[src/rtl/can_frame_tx.sv]
// CAN 2.0A classic-frame transmitter: latches one message, appends CRC-15,
// bit-stuffs SOF..CRC and serialises at CLKS_PER_BIT clocks per bit.
module can_frame_tx #(
  parameter int MAX_BYTES    = 8,
  parameter int CLKS_PER_BIT = 1
) (
  input  logic                   clock_i,
  input  logic                   reset_ni,
  input  logic [10:0]            msg_id_i,
  input  logic                   rtr_i,
  input  logic [3:0]             dlc_i,
  input  logic [8*MAX_BYTES-1:0] data_i,
  input  logic                   start_i,
  output logic                   ready_o,
  output logic                   serial_o,
  output logic                   bit_strobe_o,
  output logic                   stuff_o,
  output logic                   done_o
);

  localparam int DW = 8 * MAX_BYTES;
  localparam int IW = $clog2(DW);
  localparam int PW = $clog2(CLKS_PER_BIT + 1);
  localparam logic [PW-1:0] PRELOAD = PW'(CLKS_PER_BIT - 1);
  localparam logic [3:0]    MAXB    = 4'(MAX_BYTES);
  localparam logic [14:0]   POLY    = 15'h4599;

  typedef enum logic [3:0] {
    S_IDLE, S_SOF, S_ID, S_RTR, S_CTRL, S_DATA,
    S_CRC, S_CRC_DEL, S_ACK, S_ACK_DEL, S_EOF, S_IFS
  } state_t;

  state_t        st;
  state_t        nst;
  logic [6:0]    idx;
  logic [6:0]    nidx;
  logic [6:0]    nbits;
  logic [PW-1:0] presc;
  logic [14:0]   crc_q;
  logic [14:0]   crc_upd;
  logic [2:0]    run;
  logic          last_q;
  logic          in_stuff;
  logic          nbit;
  logic          fb;
  logic          last_ifs;
  logic          crc_zone;
  logic          stuff_zone;
  logic [10:0]   id_q;
  logic          rtr_q;
  logic [3:0]    dlc_q;
  logic [3:0]    nbytes_q;
  logic [DW-1:0] data_q;

  assign nbits = {nbytes_q, 3'b000};

  // (st, idx) names the field bit last put on the wire; stuff bits do not move it
  always_comb begin
    nst      = st;
    nidx     = idx + 7'd1;
    last_ifs = 1'b0;
    unique case (st)
      S_SOF: begin
        nst  = S_ID;
        nidx = '0;
      end
      S_ID:
        if (idx == 7'd10) begin
          nst  = S_RTR;
          nidx = '0;
        end
      S_RTR: begin
        nst  = S_CTRL;
        nidx = '0;
      end
      S_CTRL:
        if (idx == 7'd5) begin
          nst  = (nbytes_q != 4'd0) ? S_DATA : S_CRC;
          nidx = '0;
        end
      S_DATA:
        if (idx == nbits - 7'd1) begin
          nst  = S_CRC;
          nidx = '0;
        end
      S_CRC:
        if (idx == 7'd14) begin
          nst  = S_CRC_DEL;
          nidx = '0;
        end
      S_CRC_DEL: begin
        nst  = S_ACK;
        nidx = '0;
      end
      S_ACK: begin
        nst  = S_ACK_DEL;
        nidx = '0;
      end
      S_ACK_DEL: begin
        nst  = S_EOF;
        nidx = '0;
      end
      S_EOF:
        if (idx == 7'd6) begin
          nst  = S_IFS;
          nidx = '0;
        end
      S_IFS:
        if (idx == 7'd2) begin
          nst      = S_IDLE;
          last_ifs = 1'b1;
        end
      default: nst = S_IDLE;
    endcase
  end

  always_comb begin
    nbit = 1'b1;
    unique case (nst)
      S_ID:    nbit = id_q[4'd10 - nidx[3:0]];
      S_RTR:   nbit = rtr_q;
      S_CTRL:  nbit = (nidx < 7'd2) ? 1'b0
                    : dlc_q[2'(3'd5 - nidx[2:0])];
      S_DATA:  nbit = data_q[IW'(DW - 1) - nidx[IW-1:0]];
      S_CRC:   nbit = crc_q[4'd14 - nidx[3:0]];
      default: nbit = 1'b1;
    endcase
  end

  assign fb         = nbit ^ crc_q[14];
  assign crc_upd    = {crc_q[13:0], 1'b0} ^ (fb ? POLY : 15'd0);
  assign crc_zone   = nst inside {S_ID, S_RTR, S_CTRL, S_DATA};
  assign stuff_zone = crc_zone || (nst == S_CRC);

  always_ff @(posedge clock_i or negedge reset_ni) begin
    if (!reset_ni) begin
      st           <= S_IDLE;
      idx          <= '0;
      presc        <= '0;
      crc_q        <= '0;
      run          <= '0;
      last_q       <= 1'b0;
      in_stuff     <= 1'b0;
      id_q         <= '0;
      rtr_q        <= 1'b0;
      dlc_q        <= '0;
      nbytes_q     <= '0;
      data_q       <= '0;
      ready_o      <= 1'b1;
      serial_o     <= 1'b1;
      bit_strobe_o <= 1'b0;
      stuff_o      <= 1'b0;
      done_o       <= 1'b0;
    end else begin
      bit_strobe_o <= 1'b0;
      done_o       <= 1'b0;
      if (st == S_IDLE) begin
        if (start_i && ready_o) begin
          id_q         <= msg_id_i;
          rtr_q        <= rtr_i;
          dlc_q        <= dlc_i;
          data_q       <= data_i;
          nbytes_q     <= rtr_i ? 4'd0
                        : (dlc_i > MAXB) ? MAXB : dlc_i;
          st           <= S_SOF;
          idx          <= '0;
          presc        <= PRELOAD;
          crc_q        <= '0;
          run          <= 3'd1;
          last_q       <= 1'b0;
          in_stuff     <= 1'b1;
          ready_o      <= 1'b0;
          serial_o     <= 1'b0;
          bit_strobe_o <= 1'b1;
          stuff_o      <= 1'b0;
        end
      end else if (presc != '0) begin
        presc <= presc - PW'(1);
      end else begin
        presc <= PRELOAD;
        if (in_stuff && run == 3'd5) begin
          serial_o     <= ~last_q;
          last_q       <= ~last_q;
          run          <= 3'd1;
          stuff_o      <= 1'b1;
          bit_strobe_o <= 1'b1;
        end else if (last_ifs) begin
          st       <= S_IDLE;
          ready_o  <= 1'b1;
          done_o   <= 1'b1;
          serial_o <= 1'b1;
          stuff_o  <= 1'b0;
        end else begin
          st           <= nst;
          idx          <= nidx;
          serial_o     <= nbit;
          bit_strobe_o <= 1'b1;
          stuff_o      <= 1'b0;
          if (crc_zone)
            crc_q <= crc_upd;
          if (stuff_zone) begin
            in_stuff <= 1'b1;
            last_q   <= nbit;
            run      <= (nbit == last_q) ? run + 3'd1 : 3'd1;
          end else begin
            in_stuff <= 1'b0;
            run      <= '0;
          end
        end
      end
    end
  end

endmodule

[config.mk]
export PLATFORM = sky130hd
export DESIGN_NAME = can_frame_tx
export DESIGN_NICKNAME = d
export VERILOG_FILES = /design/src/rtl/can_frame_tx.sv
export SDC_FILE = /design/constraint.sdc
export NUM_CORES = 1
export LEC_CHECK = 0
export CAP_MARGIN = 15
export CORE_MARGIN = 2
export CORE_UTILIZATION = 45
export DETAILED_ROUTE_END_ITERATION = 7
export GPL_TIMING_DRIVEN = 0
export PLACE_DENSITY = 0.77
export SYNTH_ARGS = -nofsm -noshare
export SYNTH_HDL_FRONTEND = slang
export SYNTH_SLANG_ARGS = --single-unit
[constraint.sdc]
create_clock -name clock_i -period 4.24 [get_ports clock_i]
set_input_delay 0.848 -clock clock_i [delete_from_list [all_inputs] [get_ports clock_i]]
set_output_delay 0.848 -clock clock_i [all_outputs]
set_load 0.03 [all_outputs]
# Yosys cells after proc, flatten, opt, wreduce, memory -nomap -nowiden
# Index checks and enable logic that the tools add are counted.
dict set report word_totals {
  output_inout_bits 5
  regBits 121
  inputBits 83
}
dict set report op_classes {
  order_cmp 6
  n_reduce_logical 18
  n_addsub 8
  eq_ne 29
  bitwise_logic 3
  n_mux 86
}
# operator count
set op_table {}
lappend op_table {{two-way mux 15 bit} 7}
lappend op_table {{two-way mux 7 bit} 10}
lappend op_table {{two-way mux 4 bit} 13}
lappend op_table {{case mux 4 bit (11 select lines)} 1}
lappend op_table {{case mux 7 bit (6 select lines)} 1}
lappend op_table {{two-way mux 1 bit} 41}
lappend op_table {{equality test 4 x 3 -> 1 bit (second input constant)} 7}
lappend op_table {{two-way mux 3 bit} 7}
lappend op_table {{equality test 4 x 2 -> 1 bit (second input constant)} 4}
lappend op_table {{equality test 4 bit (second input constant)} 4}
lappend op_table {{bitwise XOR 15 bit} 1}
lappend op_table {{equality test 7 x 3 -> 1 bit (second input constant)} 2}
lappend op_table {{equality test 7 x 4 -> 1 bit (second input constant)} 2}
lappend op_table {{AND reduction 4 bit} 3}
lappend op_table {{less-than comparator 4 x 5 -> 1 bit (second input constant)} 2}
lappend op_table {{binary-select mux 1 bit (select 4 bit)} 2}
lappend op_table {{nonzero test 4 bit} 2}
lappend op_table {{subtractor 4 bit (first input constant)} 2}
lappend op_table {{adder 7 x 1 -> 7 bit (second input constant)} 1}
lappend op_table {{equality test 7 x 2 -> 1 bit (second input constant)} 1}
lappend op_table {{equality test 7 bit} 1}
lappend op_table {{less-than comparator 6 x 7 -> 1 bit (second input constant)} 1}
lappend op_table {{less-than comparator 7 x 2 -> 1 bit (second input constant)} 1}
lappend op_table {{subtractor 7 x 1 -> 7 bit (second input constant)} 1}
lappend op_table {{27 further kinds} 33}

# Depth between registers and ports, before layout
dict set report depth {
  word_depth 17
  ltp_mapped 21
}

# Least setup slack after synthesis
# OpenSTA, ideal clock, no wires.
dict set report synth_timing {
  path_type {reg-to-reg}
  from {register idx[0]}
  to {register crc_q[10]}
  setup_ns 0.121
  arrival_ns 4.531
  path_stages_with_launch 18
  synth_period_minus_slack_ns 4.652
  required_time_ns 4.119
  path_slack_ns -0.412
  path_buffers 2
  cell_sequence {dfrtp_1 -> inv_2 -> buf_2 -> ha_1 -> or4b_4 -> o311ai_2 -> o221ai_2 -> nor3_1 -> clkbuf_1 -> nor2_1 -> ha_1 -> xor2_1 -> mux4_2 -> a211oi_2 -> o211ai_2 -> nor2_4 -> xnor3_1 -> a22o_1}
}
dict set report synth_between {
  elab_chain_len 16
}
# item line_no
set synth_lines {}
lappend synth_lines {{start, declared} 35} ;# logic [6:0] idx;
lappend synth_lines {{start signal, assigned} 195} ;# idx <= nidx;
lappend synth_lines {{branches (longest 16 deep; another with adder 7 x 1 -> 7 bit)} -}
lappend synth_lines {{end signal, assigned} 200} ;# crc_q <= crc_upd;
lappend synth_lines {{end, declared} 39} ;# logic [14:0] crc_q;
# Parallel ways; which one is timed is not known. The select of a mux whose other input is x is not followed.
# A chain may end at the register's enable or synchronous reset.

# Final worst setup path
dict set report layout_timing {
  from {register idx[0]}
  to {register serial_o}
}
dict set report layout_between {
  elab_chain_len 12
}
# item line_no
set layout_lines {}
lappend layout_lines {{branches (longest 8 deep; another with adder 7 x 1 -> 7 bit)} -}
lappend layout_lines {{two-way mux 1 bit *} 187} ;# end else if (last_ifs) begin
lappend layout_lines {{two-way mux 1 bit *} 181} ;# if (in_stuff && run == 3'd5) begin
lappend layout_lines {{two-way mux 1 bit *} 177} ;# end else if (presc != '0) begin
lappend layout_lines {{two-way mux 1 bit *} 157} ;# if (st == S_IDLE) begin
lappend layout_lines {{end signal, assigned} 182} ;# serial_o <= ~last_q;
lappend layout_lines {{end signal, assigned} 196} ;# serial_o <= nbit;
lappend layout_lines {{end, declared} 15} ;# output logic serial_o,
# Mark *: on every way between the ends. The select of a mux whose other input is x is not followed.

==> qor.csv <==
metric,value,unit
via count,6216,
Lkg Pwr,4.160,nW
clock sink total,120,
Critical Path Start Type,register,
Pwr Density,295.4,mW/mm²
MaxCap Viol Count,0,
CP required,4.61,ns
WL final,18.42,mm
# nets final,1008,
crit path time final,4.274,ns
Final Util,59.41,%
# IOs,88,
fin cells,1115,
number of synthesized flops with an enable pin,0,
most frequent cells in the layout,"nand2_1 (302), dfrtp_1 (116), clkdlybuf4s50_1 (86)",
CTS Buf Count,17,
DP Worst Slack,-0.7061,ns
Starting DRT DRC Count,508,
critical path type,register to register,
htree depth,4,
launch point of the worst path,idx[0],
Synth warnings,0,
Antenna Cells,0,
placed insts,1068,
Root Driver,clkbuf_16,
# DRC,0,
HPWL after DPL,12.80,mm
Overflow after GRT,0,
vias in the first global route,6092,
Worst VDD drop,0.0002862,V
worst min-delay path class,input pin to async pin,
initial antenna violation count,0,
worst setup margin,-0.03395,ns
CORE AREA,0.01503,mm²
Final Cycle Share,100.8,%
Worst Setup EP,serial_o,
worst path arrival time,4.64,ns
largest net degree at the start of global routing,70,
RSZ-0062 raised after global routing,yes,
skew final,0.007599,ns
RR Startpoint,idx[0],
FF-to-FF setup slack,-0.03,ns
"Async S/R FF share, synth",100.0,%
via/cell ratio,5.575,
Rel. slew slack,37.47,%
share of cells above drive strength 1,11.97,%
reg2reg path depth,22,
Hold Fails Final Rpt,0,
Rows,45,
max-slew violations,0,
TritonCTS clock tree,yes,
"Clk Latency, worst-skew pair",0.43,ns
mean post-synth cell area,8.638,µm²
first-pass GRT wire length,29.81,mm
Die Area,0.01621,mm²
Port Buffer Count,87,
Post-Syn Nets,886,
WL/cell,16.52,µm
"commonest non-fill, non-tap cell in the layout",nand2_1,
P&R area growth vs syn,30.54,%
failing checks,setup timing,
"Reg clk slew, reported paths",0.06,ns
Critical Path Fanout Max,8,
Worst-Margin Slew,0.9344,ns
status,finished with violations,
cells after synthesis,792,
CP Capture Type,register,
ys flop type,dfrtp_1,
"FF+latch count, synth",120,
Fmax,0.2340,GHz
Routability Congestion,0.9308,
ANT nets after route,0,
Die Ht,127.3,µm
CTS max path bufs,2,
Final setup viols,6,
Yosys cell types,78,
R2R Path End,serial_o,
First-pass DRT Iterations,5,
sequential-to-total area share from yosys stat,43.93,%
Syn Std Cell Area,0.006842,mm²
Tot Pwr,0.002638,W
GRT Overall Usage,23.43,%
die width,127.3,µm
Initial Util,45.51,%
worst min-delay path by stage:
stage / cells after the start / slack (ns) / end
after global routing: 1 / 0.40 / st[3]
after global placement: 2 / 0.45 / data_q[47]
after detailed placement: 2 / 0.46 / id_q[3]
after floorplan: 2 / 0.44 / data_q[28]
after CTS: 1 / 0.39 / stuff_o
final: 1 / 0.37 / stuff_o
Yosys cell counts (3+ instances only):
master,number,area [µm²]
nand4b_1,3,26.28
or3_1,7,43.79
a21oi_1,14,70.07
xor2_1,6,52.55
buf_2,3,15.01
clkbuf_1,38,142.6
a21o_1,5,37.54
nand3_1,29,145.1
a211oi_1,3,22.52
nand2_1,302,1134
nor3_1,18,90.09
o31ai_1,7,52.55
nand4_1,4,25.02
xnor3_1,5,112.6
a41oi_1,3,26.28
and2_1,7,43.79
buf_1,6,22.52
o22ai_1,4,25.02
o211ai_1,10,75.07
inv_1,13,48.80
and3_1,4,25.02
mux2i_1,8,80.08
nor3b_1,3,22.52
nor2b_1,5,31.28
nor2_1,25,93.84
a22o_1,10,87.58
xnor2_1,12,105.1
dfrtp_1,118,2953
o21ai_0,30,150.1
ha_1,11,137.6
mux4_2,13,292.8
o221ai_1,3,26.28
a31oi_1,5,31.28
nor4_1,3,18.77
through the flow:
stage	area [µm²]	TNS (ns)	hold slack [ns]
global route	8931	-1.339	0.4032
detailed placement	8030	-7.673	0.4589
global placement	8001	-291.64	0.4529
finish	8931	-0.1355	0.3730
CTS	8791	-0.5348	0.3895
floorplan	6895	0	0.4379
logic make-up after synthesis:
logic type	count (synthesis)	share of synthesized area, %
AOI/OAI and AO/OA	122	12.82
DFF	120	43.93
adders and majority gates	11	2.012
muxes	22	5.615
xor gates and xnor gates	25	4.536
and+or+nand+nor	426	27.12
buffers and inverters	66	3.969
sequential cells by signal, indices dropped and copies added (netlist names), 3 cells and up:
| name | count |
|---|---|
| dlc_q | 4 |
| st | 4 |
| idx | 7 |
| data_q | 64 |
| id_q | 11 |
| nbytes_q | 4 |
| run | 3 |
| crc_q | 15 |
final cells by class:
type | count | area, µm²
Buffer | 44 | 198.9
Sequential cell | 120 | 3008
Clock inverter | 12 | 120.1
Clock buffer | 20 | 446.7
Timing Repair Buffer | 108 | 1087
Inverter | 17 | 82.58
Multi-Input combinational cell | 606 | 3752
Tap cell | 188 | 235.2
Fill cell | 1228 | 6102
report_power, final:
group	internal (W)	switching [W]
logic	0.0000693	0.0000350
clock network	0.000827	0.000561
registers	0.00115	0
total	0.00204	0.000596
critical path, cell delays in order, from the launching register on:
cell and delay, ns:
dfrtp_2 0.46, inv_8 0.08, ha_4 0.13, or4b_4 0.50
o311ai_4 0.29, o221ai_4 0.19, or3_1 0.35, buf_6 0.14
nand2_8 0.08, inv_8 0.05, ha_4 0.27, buf_8 0.10
o31ai_1 0.06, inv_1 0.09, a41oi_2 0.13, a31oi_2 0.21
o32ai_2 0.12, o211ai_2 0.22, nor2_4 0.07, buf_12 0.14
buf_8 0.12, a311oi_2 0.27, a31o_1 0.14
per-layer routing:
| metal | up-vias | share of wire [%] | global-route usage, % |
|---|---|---|---|
| met3 | 50 | 6.8 | 5.444 |
| met4 | 0 | 3.1 | 10.08 |
| li1 | 2975 | - | - |
| met1 | 2946 | 44 | 31.27 |
| met5 | - | 0 | 0 |
| met2 | 245 | 47 | 36.87 |
timing repair:
item,CTS,global route
gates cloned,0,1
resized for setup,17,20
setup endpoints to repair,12,12
endpoints found under the hold margin,0,0
hold buffers,0,0
setup buffers,15,6
pin swaps,9,12
Power figures use the tool's default switching activity.
